===== src/rtl/ws2812b_pkg.sv =====
// ws2812b_pkg: timing defaults, ns-to-cycle conversion and FSM states shared
// by the WS2812B transmitter and receiver.
package ws2812b_pkg;

    localparam int CLOCK_MHZ_DEF   = 64;
    localparam int T_MIN_NS_DEF    = 150;
    localparam int T_THRESH_NS_DEF = 600;
    localparam int T_MAX_NS_DEF    = 2000;
    localparam int T_RESET_US_DEF  = 50;

    localparam int WORD_BITS = 24;

    typedef enum logic [1:0] {
        RESYNC = 2'd0,
        IDLE   = 2'd1,
        HIGH   = 2'd2,
        LOW    = 2'd3
    } state_t;

    // Cycle count for a duration in ns at the given clock, truncated.
    function automatic int ns_to_cycles(input int ns, input int clock_mhz);
        return (clock_mhz * ns) / 1000;
    endfunction

endpackage


===== src/rtl/ws2812b_rx_pulse_meas.sv =====
// ws2812b_rx_pulse_meas: synchronises the line, detects edges and times each
// level with one saturating counter, producing per-pulse classification strobes.
// With WS2812B_RX_FORWARD_EN defined, the synchronised line is also exported.
module ws2812b_rx_pulse_meas #(
    parameter int MIN_CYC    = 9,
    parameter int THRESH_CYC = 38,
    parameter int MAX_CYC    = 128,
    parameter int RESET_CYC  = 3200
) (
    input  logic clk,
    input  logic rst_n,
    input  logic din,
`ifdef WS2812B_RX_FORWARD_EN
    output logic line,
`endif
    output logic rise,
    output logic bit_valid,
    output logic bit_val,
    output logic glitch,
    output logic too_long,
    output logic reset_gap
);

    localparam int CNT_W = $clog2(RESET_CYC + 1);
    localparam logic [CNT_W-1:0] MIN_C    = CNT_W'(MIN_CYC);
    localparam logic [CNT_W-1:0] THRESH_C = CNT_W'(THRESH_CYC);
    localparam logic [CNT_W-1:0] MAX_C    = CNT_W'(MAX_CYC);
    localparam logic [CNT_W-1:0] RESET_C  = CNT_W'(RESET_CYC);

    logic             sync1_q, sync1_d;
    logic             sync2_q, sync2_d;
    logic             prev_q, prev_d;
    logic [CNT_W-1:0] cnt_q, cnt_d;
    logic             fall;

`ifdef WS2812B_RX_FORWARD_EN
    assign line = sync2_q;
`endif

    // Synchroniser shift, edge detect, level timer and pulse classification.
    // cnt_q holds how many cycles the previous level lasted when an edge is seen.
    always_comb begin
        sync1_d = din;
        sync2_d = sync1_q;
        prev_d  = sync2_q;
        rise    = sync2_q & ~prev_q;
        fall    = ~sync2_q & prev_q;

        if (rise || fall) begin
            cnt_d = CNT_W'(1);
        end else if (cnt_q == RESET_C) begin
            cnt_d = cnt_q;
        end else begin
            cnt_d = cnt_q + CNT_W'(1);
        end

        glitch    = fall && (cnt_q < MIN_C);
        bit_valid = fall && (cnt_q >= MIN_C) && (cnt_q <= MAX_C);
        bit_val   = (cnt_q >= THRESH_C);
        // Still high with MAX cycles already counted: the pulse is now too long.
        too_long  = sync2_q && prev_q && (cnt_q == MAX_C);
        // Fires once, on the cycle the low count reaches RESET.
        reset_gap = !sync2_q && !prev_q && (cnt_q == RESET_C - CNT_W'(1));
    end

    // Synchroniser and counter registers.
    always_ff @(posedge clk) begin
        if (!rst_n) begin
            sync1_q <= 1'b0;
            sync2_q <= 1'b0;
            prev_q  <= 1'b0;
            cnt_q   <= '0;
        end else begin
            sync1_q <= sync1_d;
            sync2_q <= sync2_d;
            prev_q  <= prev_d;
            cnt_q   <= cnt_d;
        end
    end

endmodule


===== src/rtl/ws2812b_rx.sv =====
// ws2812b_rx: WS2812B NRZ receiver. Decodes 24-bit GRB words MSB first onto a
// valid/ready stream, pulses latch on the frame gap, flags sticky errors.
// Optional feature macro WS2812B_RX_FORWARD_EN: only the first word of each
// frame is streamed and the rest of the frame is forwarded on dout.
module ws2812b_rx
    import ws2812b_pkg::*;
#(
    parameter int CLOCK_MHZ   = CLOCK_MHZ_DEF,
    parameter int T_MIN_NS    = T_MIN_NS_DEF,
    parameter int T_THRESH_NS = T_THRESH_NS_DEF,
    parameter int T_MAX_NS    = T_MAX_NS_DEF,
    parameter int T_RESET_US  = T_RESET_US_DEF
) (
    input  logic        clk,
    input  logic        rst_n,
    input  logic        din,
    output logic [23:0] data_out,
    output logic        valid,
    input  logic        ready,
    output logic        latch,
    output logic        error,
    output logic        overflow,
    input  logic        err_clr,
    output logic        dout
);

    localparam int MIN_CYC    = ns_to_cycles(T_MIN_NS, CLOCK_MHZ);
    localparam int THRESH_CYC = ns_to_cycles(T_THRESH_NS, CLOCK_MHZ);
    localparam int MAX_CYC    = ns_to_cycles(T_MAX_NS, CLOCK_MHZ);
    localparam int RESET_CYC  = ns_to_cycles(T_RESET_US * 1000, CLOCK_MHZ);
    localparam logic [4:0] LAST_BIT = 5'(WORD_BITS - 1);

    logic rise, bit_valid, bit_val, glitch, too_long, reset_gap;

    state_t      state_q, state_d;
    logic [4:0]  bit_cnt_q, bit_cnt_d;
    logic [22:0] shift_q, shift_d;
    logic        got_bit_q, got_bit_d;
    logic        latch_q, latch_d;
    logic [23:0] data_q, data_d;
    logic        valid_q, valid_d;
    logic        error_q, error_d;
    logic        overflow_q, overflow_d;
    logic        err_set, ovf_set, word_done, frame_end, deliver;
    logic [23:0] new_word;

    assign new_word = {shift_q, bit_val};

`ifdef WS2812B_RX_FORWARD_EN
    logic line;
    logic fwd_q, fwd_d;
    logic dout_q, dout_d;
`endif

    ws2812b_rx_pulse_meas #(
        .MIN_CYC    (MIN_CYC),
        .THRESH_CYC (THRESH_CYC),
        .MAX_CYC    (MAX_CYC),
        .RESET_CYC  (RESET_CYC)
    ) u_meas (
        .clk       (clk),
        .rst_n     (rst_n),
        .din       (din),
`ifdef WS2812B_RX_FORWARD_EN
        .line      (line),
`endif
        .rise      (rise),
        .bit_valid (bit_valid),
        .bit_val   (bit_val),
        .glitch    (glitch),
        .too_long  (too_long),
        .reset_gap (reset_gap)
    );

    // Frame FSM: bit assembly, word completion, gap/latch and protocol errors.
    always_comb begin
        state_d   = state_q;
        bit_cnt_d = bit_cnt_q;
        shift_d   = shift_q;
        got_bit_d = got_bit_q;
        latch_d   = 1'b0;
        err_set   = 1'b0;
        word_done = 1'b0;
        frame_end = 1'b0;
        case (state_q)
            RESYNC: begin
                if (reset_gap) state_d = IDLE;
            end
            IDLE: begin
                if (rise) state_d = HIGH;
            end
            HIGH: begin
                if (too_long || glitch) begin
                    // Abandon the frame; only a full gap re-arms decoding.
                    err_set   = 1'b1;
                    state_d   = RESYNC;
                    bit_cnt_d = '0;
                    got_bit_d = 1'b0;
                    frame_end = 1'b1;
                end else if (bit_valid) begin
                    state_d   = LOW;
                    got_bit_d = 1'b1;
                    shift_d   = new_word[22:0];
                    if (bit_cnt_q == LAST_BIT) begin
                        bit_cnt_d = '0;
                        word_done = 1'b1;
                    end else begin
                        bit_cnt_d = bit_cnt_q + 5'd1;
                    end
                end
            end
            LOW: begin
                if (rise) begin
                    state_d = HIGH;
                end else if (reset_gap) begin
                    state_d   = IDLE;
                    latch_d   = got_bit_q;
                    got_bit_d = 1'b0;
                    frame_end = 1'b1;
                    if (bit_cnt_q != '0) begin
                        err_set   = 1'b1;
                        bit_cnt_d = '0;
                    end
                end
            end
            default: state_d = RESYNC;
        endcase
    end

`ifdef WS2812B_RX_FORWARD_EN
    assign deliver = word_done & ~fwd_q;
    assign dout    = dout_q;

    // Forwarding window opens after the frame's first word and closes at the gap or an error.
    always_comb begin
        fwd_d = fwd_q;
        if (word_done) fwd_d = 1'b1;
        if (frame_end) fwd_d = 1'b0;
        dout_d = fwd_q & line;
    end

    // Forwarding registers.
    always_ff @(posedge clk) begin
        if (!rst_n) begin
            fwd_q  <= 1'b0;
            dout_q <= 1'b0;
        end else begin
            fwd_q  <= fwd_d;
            dout_q <= dout_d;
        end
    end
`else
    assign deliver = word_done;
    assign dout    = 1'b0;
`endif

    // Output buffer with handshake, plus sticky error/overflow flags (set beats clear).
    always_comb begin
        data_d     = data_q;
        valid_d    = valid_q;
        error_d    = error_q;
        overflow_d = overflow_q;
        ovf_set    = 1'b0;
        if (valid_q && ready) valid_d = 1'b0;
        if (deliver) begin
            if (!valid_q || ready) begin
                data_d  = new_word;
                valid_d = 1'b1;
            end else begin
                ovf_set = 1'b1;
            end
        end
        if (err_clr) begin
            error_d    = 1'b0;
            overflow_d = 1'b0;
        end
        if (err_set) error_d = 1'b1;
        if (ovf_set) overflow_d = 1'b1;
    end

    // Control and output registers.
    always_ff @(posedge clk) begin
        if (!rst_n) begin
            state_q    <= RESYNC;
            bit_cnt_q  <= '0;
            got_bit_q  <= 1'b0;
            latch_q    <= 1'b0;
            data_q     <= '0;
            valid_q    <= 1'b0;
            error_q    <= 1'b0;
            overflow_q <= 1'b0;
        end else begin
            state_q    <= state_d;
            bit_cnt_q  <= bit_cnt_d;
            got_bit_q  <= got_bit_d;
            latch_q    <= latch_d;
            data_q     <= data_d;
            valid_q    <= valid_d;
            error_q    <= error_d;
            overflow_q <= overflow_d;
        end
    end

    // Bit shift register; bit_cnt alone marks how much of it is meaningful.
    always_ff @(posedge clk) begin
        shift_q <= shift_d;
    end

    assign data_out = data_q;
    assign valid    = valid_q;
    assign latch    = latch_q;
    assign error    = error_q;
    assign overflow = overflow_q;

endmodule

===== config.mk =====
export PLATFORM = sky130hd
export DESIGN_NAME = ws2812b_rx
export DESIGN_NICKNAME = d
export VERILOG_FILES = /design/src/rtl/ws2812b_pkg.sv /design/src/rtl/ws2812b_rx_pulse_meas.sv /design/src/rtl/ws2812b_rx.sv
export SDC_FILE = /design/constraint.sdc
export NUM_CORES = 1
export LEC_CHECK = 0
export BUFFER_PORTS_ARGS = -buffer_cell sky130_fd_sc_hd__buf_2
export CORE_MARGIN = 1.5
export CORE_UTILIZATION = 55
export CTS_BUF_LIST = sky130_fd_sc_hd__clkbuf_8
export CTS_CLUSTER_SIZE = 30
export DETAILED_ROUTE_END_ITERATION = 8
export MAX_ROUTING_LAYER = met4
export PLACE_DENSITY = 0.78
export SKIP_LAST_GASP = 1
export SYNTH_ARGS = -nofsm -noshare
export SYNTH_HDL_FRONTEND = slang
export SYNTH_SLANG_ARGS = --single-unit
export TNS_END_PERCENT = 100

===== constraint.sdc =====
create_clock -name clk -period 2.5 [get_ports clk]
set_clock_uncertainty 0.05 [all_clocks]
set_input_delay 0.125 -clock clk [delete_from_list [all_inputs] [get_ports clk]]
set_output_delay 0.125 -clock clk [all_outputs]
set_load 0.05 [all_outputs]

* After elaboration in Yosys (flattened, before gate mapping)
Cells that the tools add are included.
** Word-level totals
- Register bits after elaboration :: 74
- Input port bits :: 5
- Output and inout port bits :: 29
** Operators by class
- Add/sub/neg operators :: 2
- $lt $le $gt $ge :: 4
- Equality and inequality tests :: 13
- Multiplexer cells :: 37
- Bitwise gates (word level) :: 8
- Reduce and logical (&&, ||, !) cells :: 26
** Operators with widths (number)
- 2-to-1 mux 5 bit :: 6
- == test 12 bit, second input constant :: 2
- 2-to-1 mux 1 bit :: 22
- adder 12 x 1 -> 12 bit, second input constant :: 1
- == test 12 x 8 -> 1 bit, second input constant :: 1
- >= comparator 12 x 4 -> 1 bit, second input constant :: 1
- >= comparator 12 x 6 -> 1 bit, second input constant :: 1
- <= comparator 12 x 8 -> 1 bit, second input constant :: 1
- < comparator 12 x 4 -> 1 bit, second input constant :: 1
- 2-to-1 mux 2 bit :: 5
- case mux 5 bit (2 select lines) :: 1
- logical AND 1 bit :: 8
- != test 2 bit, second input constant :: 4
- case mux 2 bit (4 select lines) :: 1
- inverter 1 bit :: 6
- nonzero test 2 bit :: 3
- adder 5 x 1 -> 5 bit, second input constant :: 1
- == test 5 bit, second input constant :: 1
- AND reduction 5 bit :: 1
- nonzero test 5 bit :: 1
- == test 2 bit, second input constant :: 2
- case mux 1 bit (2 select lines) :: 2
- AND reduction 2 bit :: 2
- AND reduction 4 bit :: 1
- other kinds (10) :: 15

* Logic depth before layout (Yosys ltp)
- Word-level depth :: 9
- Mapped depth :: 8

* By module
A second synthesis with hierarchy kept.
** Second synthesis, totals
- Cell total of the unflattened synthesis :: 314
- Area, all modules :: 3114.2 um^2
** By module, submodules not included
- ws2812b_rx :: instances 1, cells each 207, area each 2189.6 um^2, sequential area each 1411.4 um^2
- ws2812b_rx_pulse_meas :: instances 1, cells each 107, area each 924.6 um^2, sequential area each 300.3 um^2

* Least setup slack after synthesis
OpenSTA, ideal clock, no wires.
- Path type :: register -> register
- Start point :: register u_meas.cnt_q[2]
- End point :: register shift_q[0], enable pin
- Library setup time :: 0.383 ns
- Arrival time :: 2.289 ns
- Required time :: 2.067 ns
- Setup slack :: -0.222 ns
- Stages on the path, launching flop included :: 6
- Buffers on the path :: 1
- Path through :: dfxtp_1 -> buf_6 -> or4b_4 -> or4_4 -> o21ai_4 -> and3_1
** Between the ends
- Word-level cells in the longest chain between the ends :: 5
** Ends and longest elaborated chain
- start, declared :: RTL line ws2812b_rx_pulse_meas.sv:33 : logic [CNT_W-1:0] cnt_q, cnt_d;
- start signal, assigned :: RTL line ws2812b_rx_pulse_meas.sv:77 : cnt_q <= cnt_d;
- < comparator 12 x 4 -> 1 bit / == test 12 x 8 -> 1 bit (equally long branches) :: RTL line ws2812b_rx_pulse_meas.sv:57, ws2812b_rx_pulse_meas.sv:61
- logical AND 1 bit (on tied branches) :: RTL line ws2812b_rx_pulse_meas.sv:57, ws2812b_rx_pulse_meas.sv:61
- logical OR 1 bit :: RTL line ws2812b_rx.sv:93 : if (too_long || glitch) begin
- inverter 1 bit (no source line)
- AND reduction 3 bit (no source line) (*)
- end signal, assigned :: RTL line ws2812b_rx.sv:206 : shift_q <= shift_d;
- end, declared :: RTL line ws2812b_rx.sv:37 : logic [22:0] shift_q, shift_d;
Mark *: on every way between the ends. The rest lies on a longest branch, timed or not.
A chain may end at the register's enable or synchronous reset.

* Final worst setup path
- Start point :: register u_meas.cnt_q[0]
- End point :: register bit_cnt_q[3]
** Between the ends
- Word-level cells in the longest chain between the ends :: 5
** Ends and longest elaborated chain
- >= comparator 12 x 4 -> 1 bit, or another cell as far along :: RTL line ws2812b_rx_pulse_meas.sv:58 : bit_valid = fall && (cnt_q >= MIN_C) && (cnt_q <= MAX_C);
- logical AND 1 bit (on tied branches) :: RTL line ws2812b_rx_pulse_meas.sv:58, ws2812b_rx_pulse_meas.sv:57, ws2812b_rx_pulse_meas.sv:61
- logical AND 1 bit / logical OR 1 bit (equally long branches) :: RTL line ws2812b_rx_pulse_meas.sv:58, ws2812b_rx.sv:93
- != test 3 bit (no source line) / 2-to-1 mux 5 bit (equally long branches)
- AND reduction 5 bit (no source line) / case mux 5 bit (2 select lines) (equally long branches)
- end signal, assigned :: RTL line ws2812b_rx.sv:194 : bit_cnt_q <= bit_cnt_d;
- end, declared :: RTL line ws2812b_rx.sv:36 : logic [4:0] bit_cnt_q, bit_cnt_d;
Parallel ways exist; a longest one is shown, timed or not.

==> summary.txt <==
Worst setup path
  – CP endpoint kind: register
  – R2r setup slk: 0.13 ns
  – Worst Path Max Fanout: 4
  – Crit path DAT: 2.56 ns
  – Critical path class: register to register
  – Crit path capture: bit_cnt_q[3]$_SDFFE_PN0P_
  – Critical Path Start: u_meas.cnt_q[0]$_SDFFE_PN0P_
  – CP Launch Type: register
  – R2R cell count: 6
  – Worst Path Required: 2.70 ns
  – Reg2reg start: u_meas.cnt_q[0]$_SDFFE_PN0P_
  – Reg2reg end: bit_cnt_q[3]$_SDFFE_PN0P_

Timing
  – # setup viols final: 0
  – Final hold vios: 0
  – Least-Margin Pin Slew: 0.754 ns
  – Fin crit share: 94.6%
  – Min Tclk post-route: 2.37 ns
  – Slew HR: 49.7%
  – FMAX: 423 MHz
  – RSZ-0062 raised after global routing: no
  – Setup_tns: 0 ns
  – Pins Over Slew Limit: 0
  – Hold WS: 0.0201 ns

Detailed routing
  – Wire length on met3: 338 µm
  – Total routed wirelength: 6.25 mm
  – DRC viols: 0
  – ANT nets after route: 0
  – 1st-iter DRT viols: 197
  – Routed wl met2: 2.90 mm
  – Pre-antenna DRT Iters: 4
  – WL per Instance: 14.1 µm
  – Vias: 2410
  – Vias/cell: 5.45
  – M1 WL: 2.91 mm
  – Uppermost routed layer: met4

CTS
  – Skew-Pair Late Insertion Delay: 0.35 ns
  – Clk buf depth: 2
  – Sink Count: 74
  – H-tree depth: 3
  – Clock Pin Slew Worst Setup and Hold Paths: 0.07 ns
  – TritonCTS clock tree: yes
  – Root Buffer: clkbuf_8
  – Total CTS buffers: 9
  – Postcts setup bufs: 0

Layout
  – Layout cells sized above 1: 21.9%
  – Most common cell after layout, fill and taps aside: nand2_1
  – Antenna cell count: 0
  – Fill count: 452
  – Multi-input logic area: 1410 µm²
  – Register Area: 1710 µm²
  – Nets: 380
  – Area Overhead vs Synth: 16.8%
  – Most frequent cells in the layout: nand2_1, dfxtp_1, buf_2

Placement
  – DP HPWL: 4.25 mm
  – Port Buffers: 32
  – GP Congestion: 0.928

Die
  – # IOs: 34
  – DIE AREA: 6370 µm²
  – Std-Cell Rows: 27
  – Starting Density: 57.9%
  – Chip Width: 79.8 µm
  – Die span in y: 79.8 µm
  – Core area: 5610 µm²

Logic synthesis
  – Synth Area in Simple Gates: 21.5%
  – Largest family of logic cells by synthesized area: simple AND/OR/NAND/NOR gates
  – Mapped Area: 3240 µm²
  – Count of different cell masters after synthesis: 55
  – Synth Area in Adders: 3.86%
  – Post-synthesis compound-gate area fraction: 7.25%
  – Dominant cells by area after synthesis: dfxtp_1, edfxtp_1, mux2i_1
  – Post-synth EDFFs: 23
  – Most used DFF post-synth: dfxtp_1
  – Yosys top cell by area: dfxtp_1
  – Ys Warns: 0
  – Register bit count reported by yosys: 74
  – Async S/R FF share, synth: 0%
  – Mux share of post-synthesis cell area: 8.06%
  – Register area share after synthesis: 52.8%
  – Average cell area after synthesis: 10.3 µm²
  – Post-Syn Instances: 316
  – Syn_nets: 331
  – Synth top area share: 31.5%
  – Xor and xnor area share after synthesis: 2.43%

GRT
  – Remaining Overflow, GRT: 0
  – Total GRT Usage: 22.7%
  – Initial antenna violation count: 0
  – First-pass GRT wire length: 10.7 mm
  – Largest net degree at the start of global routing: 44
  – Vias in the first global route: 2356

Flow run
  – Max Cap Viol: 0

Power
  – NetSw: 513 µW
  – Register share of total power: 55.3%
  – Total power: 2240 µW
  – Switching share of power: 22.9%
  – Internal power: 1730 µW
  – Combinational Power Share: 4.1%
  – Clock share of power: 40.7%
  – Static Leakage: 0.00168 µW
  – Pwr dens: 591 nW/µm²
  – VDD IR max: 0.404 mV

Run status
  – Status: complete, no violations

Min path
  – Worst Hold Class: input port to register
per-layer routing:
metal  vias to the layer above  track usage [%]
li1                       1211                -
met1                      1116             29.0
met2                        70             33.6
met3                        13             5.94
met4                         0             11.4
met5                         -                -
critical path, cell delays in order (launching register included):
cell and delay, ns:
dfxtp_1 0.31, or4_1 0.55, buf_4 0.16, a2111o_1 0.41
a21oi_1 0.32, o221ai_1 0.18, a32o_1 0.28
cell families (layout without fill, tap and decap cells):
group                      count (synthesis)  after routing
buffers and inverters                     27             81
adders and majority gates                 10             10
xor gates and xnor gates                   9              9
AOI/OAI and AO/OA                         32             32
and+or+nand+nor                          137            137
other                                      1              1
DFF                                       74             74
muxes                                     26             26
area by class of cell:
class                           count  share of cell area, %
Sequential cell                    74                   45.2
Multi-Input combinational cell    215                   37.3
Timing Repair Buffer               54                   8.98
Clock buffer                        9                   3.27
Tap cell                           72                   2.38
Clock inverter                      7                   1.85
Inverter                           11                   1.09
worst min path at each step:
stage	end	cells past startpoint	from	slack [ns]
detailed placement	u_meas.sync1_q$_SDFF_PN0_	2	din	0.30
global route	overflow$_SDFFE_PN0P_	3	err_clr	0.02
global placement	u_meas.sync1_q$_SDFF_PN0_	2	din	0.29
CTS	valid$_SDFF_PN0_	4	ready	0.006
floorplan	u_meas.sync1_q$_SDFF_PN0_	1	din	0.20
finish	valid$_SDFF_PN0_	4	ready	0.02
state kept, by name (all words and copies together) (netlist names):
register        count
bit_cnt_q           5
data_out           24
error               1
got_bit_q           1
latch               1
overflow            1
shift_q            23
state_q             2
u_meas.cnt_q       12
u_meas.prev_d       1
u_meas.prev_q       1
u_meas.sync1_q      1
valid               1
power groups by stage:
| stage | combinational, µW | sequential, µW | clock [µW] |
|---|---|---|---|
| finish | 91.4 | 1240 | 910 |
| global route | 103 | 1240 | 982 |
| CTS | 90.0 | 1240 | 932 |
| detailed placement | 88.4 | 1270 | 0 |
| global placement | 86.0 | 1270 | 0 |
| floorplan | 57.8 | 1270 | 0 |
synth_stat cells (5+ instances only):
cell      count
ha_1         10
dfxtp_1      51
inv_1        11
and3_1        5
nor2_1       12
mux2i_1      25
a21oi_1       6
nor3_1        9
xor2_1        5
nand3_1       8
nand2_1      65
clkbuf_1     10
edfxtp_1     23
metrics by stage:
stage                     cells  area, µm²  util (%)  setup slack (ns)
final                       442       3790      67.6             0.134
after global routing        442       3790      67.6            0.0106
after CTS                   442       3780      67.4            0.0127
after detailed placement    425       3580      63.8            0.0165
after global placement      425       3580      63.8            0.0627
after floorplan             316       3250         -            0.0241
repair_timing:
action                     CTS  global route
setup endpoints to repair    0            42
hold buffers                 1             0
hold endpoints to repair     1             0
gates resized for setup      0             2
Power figures use the tool's default switching activity.
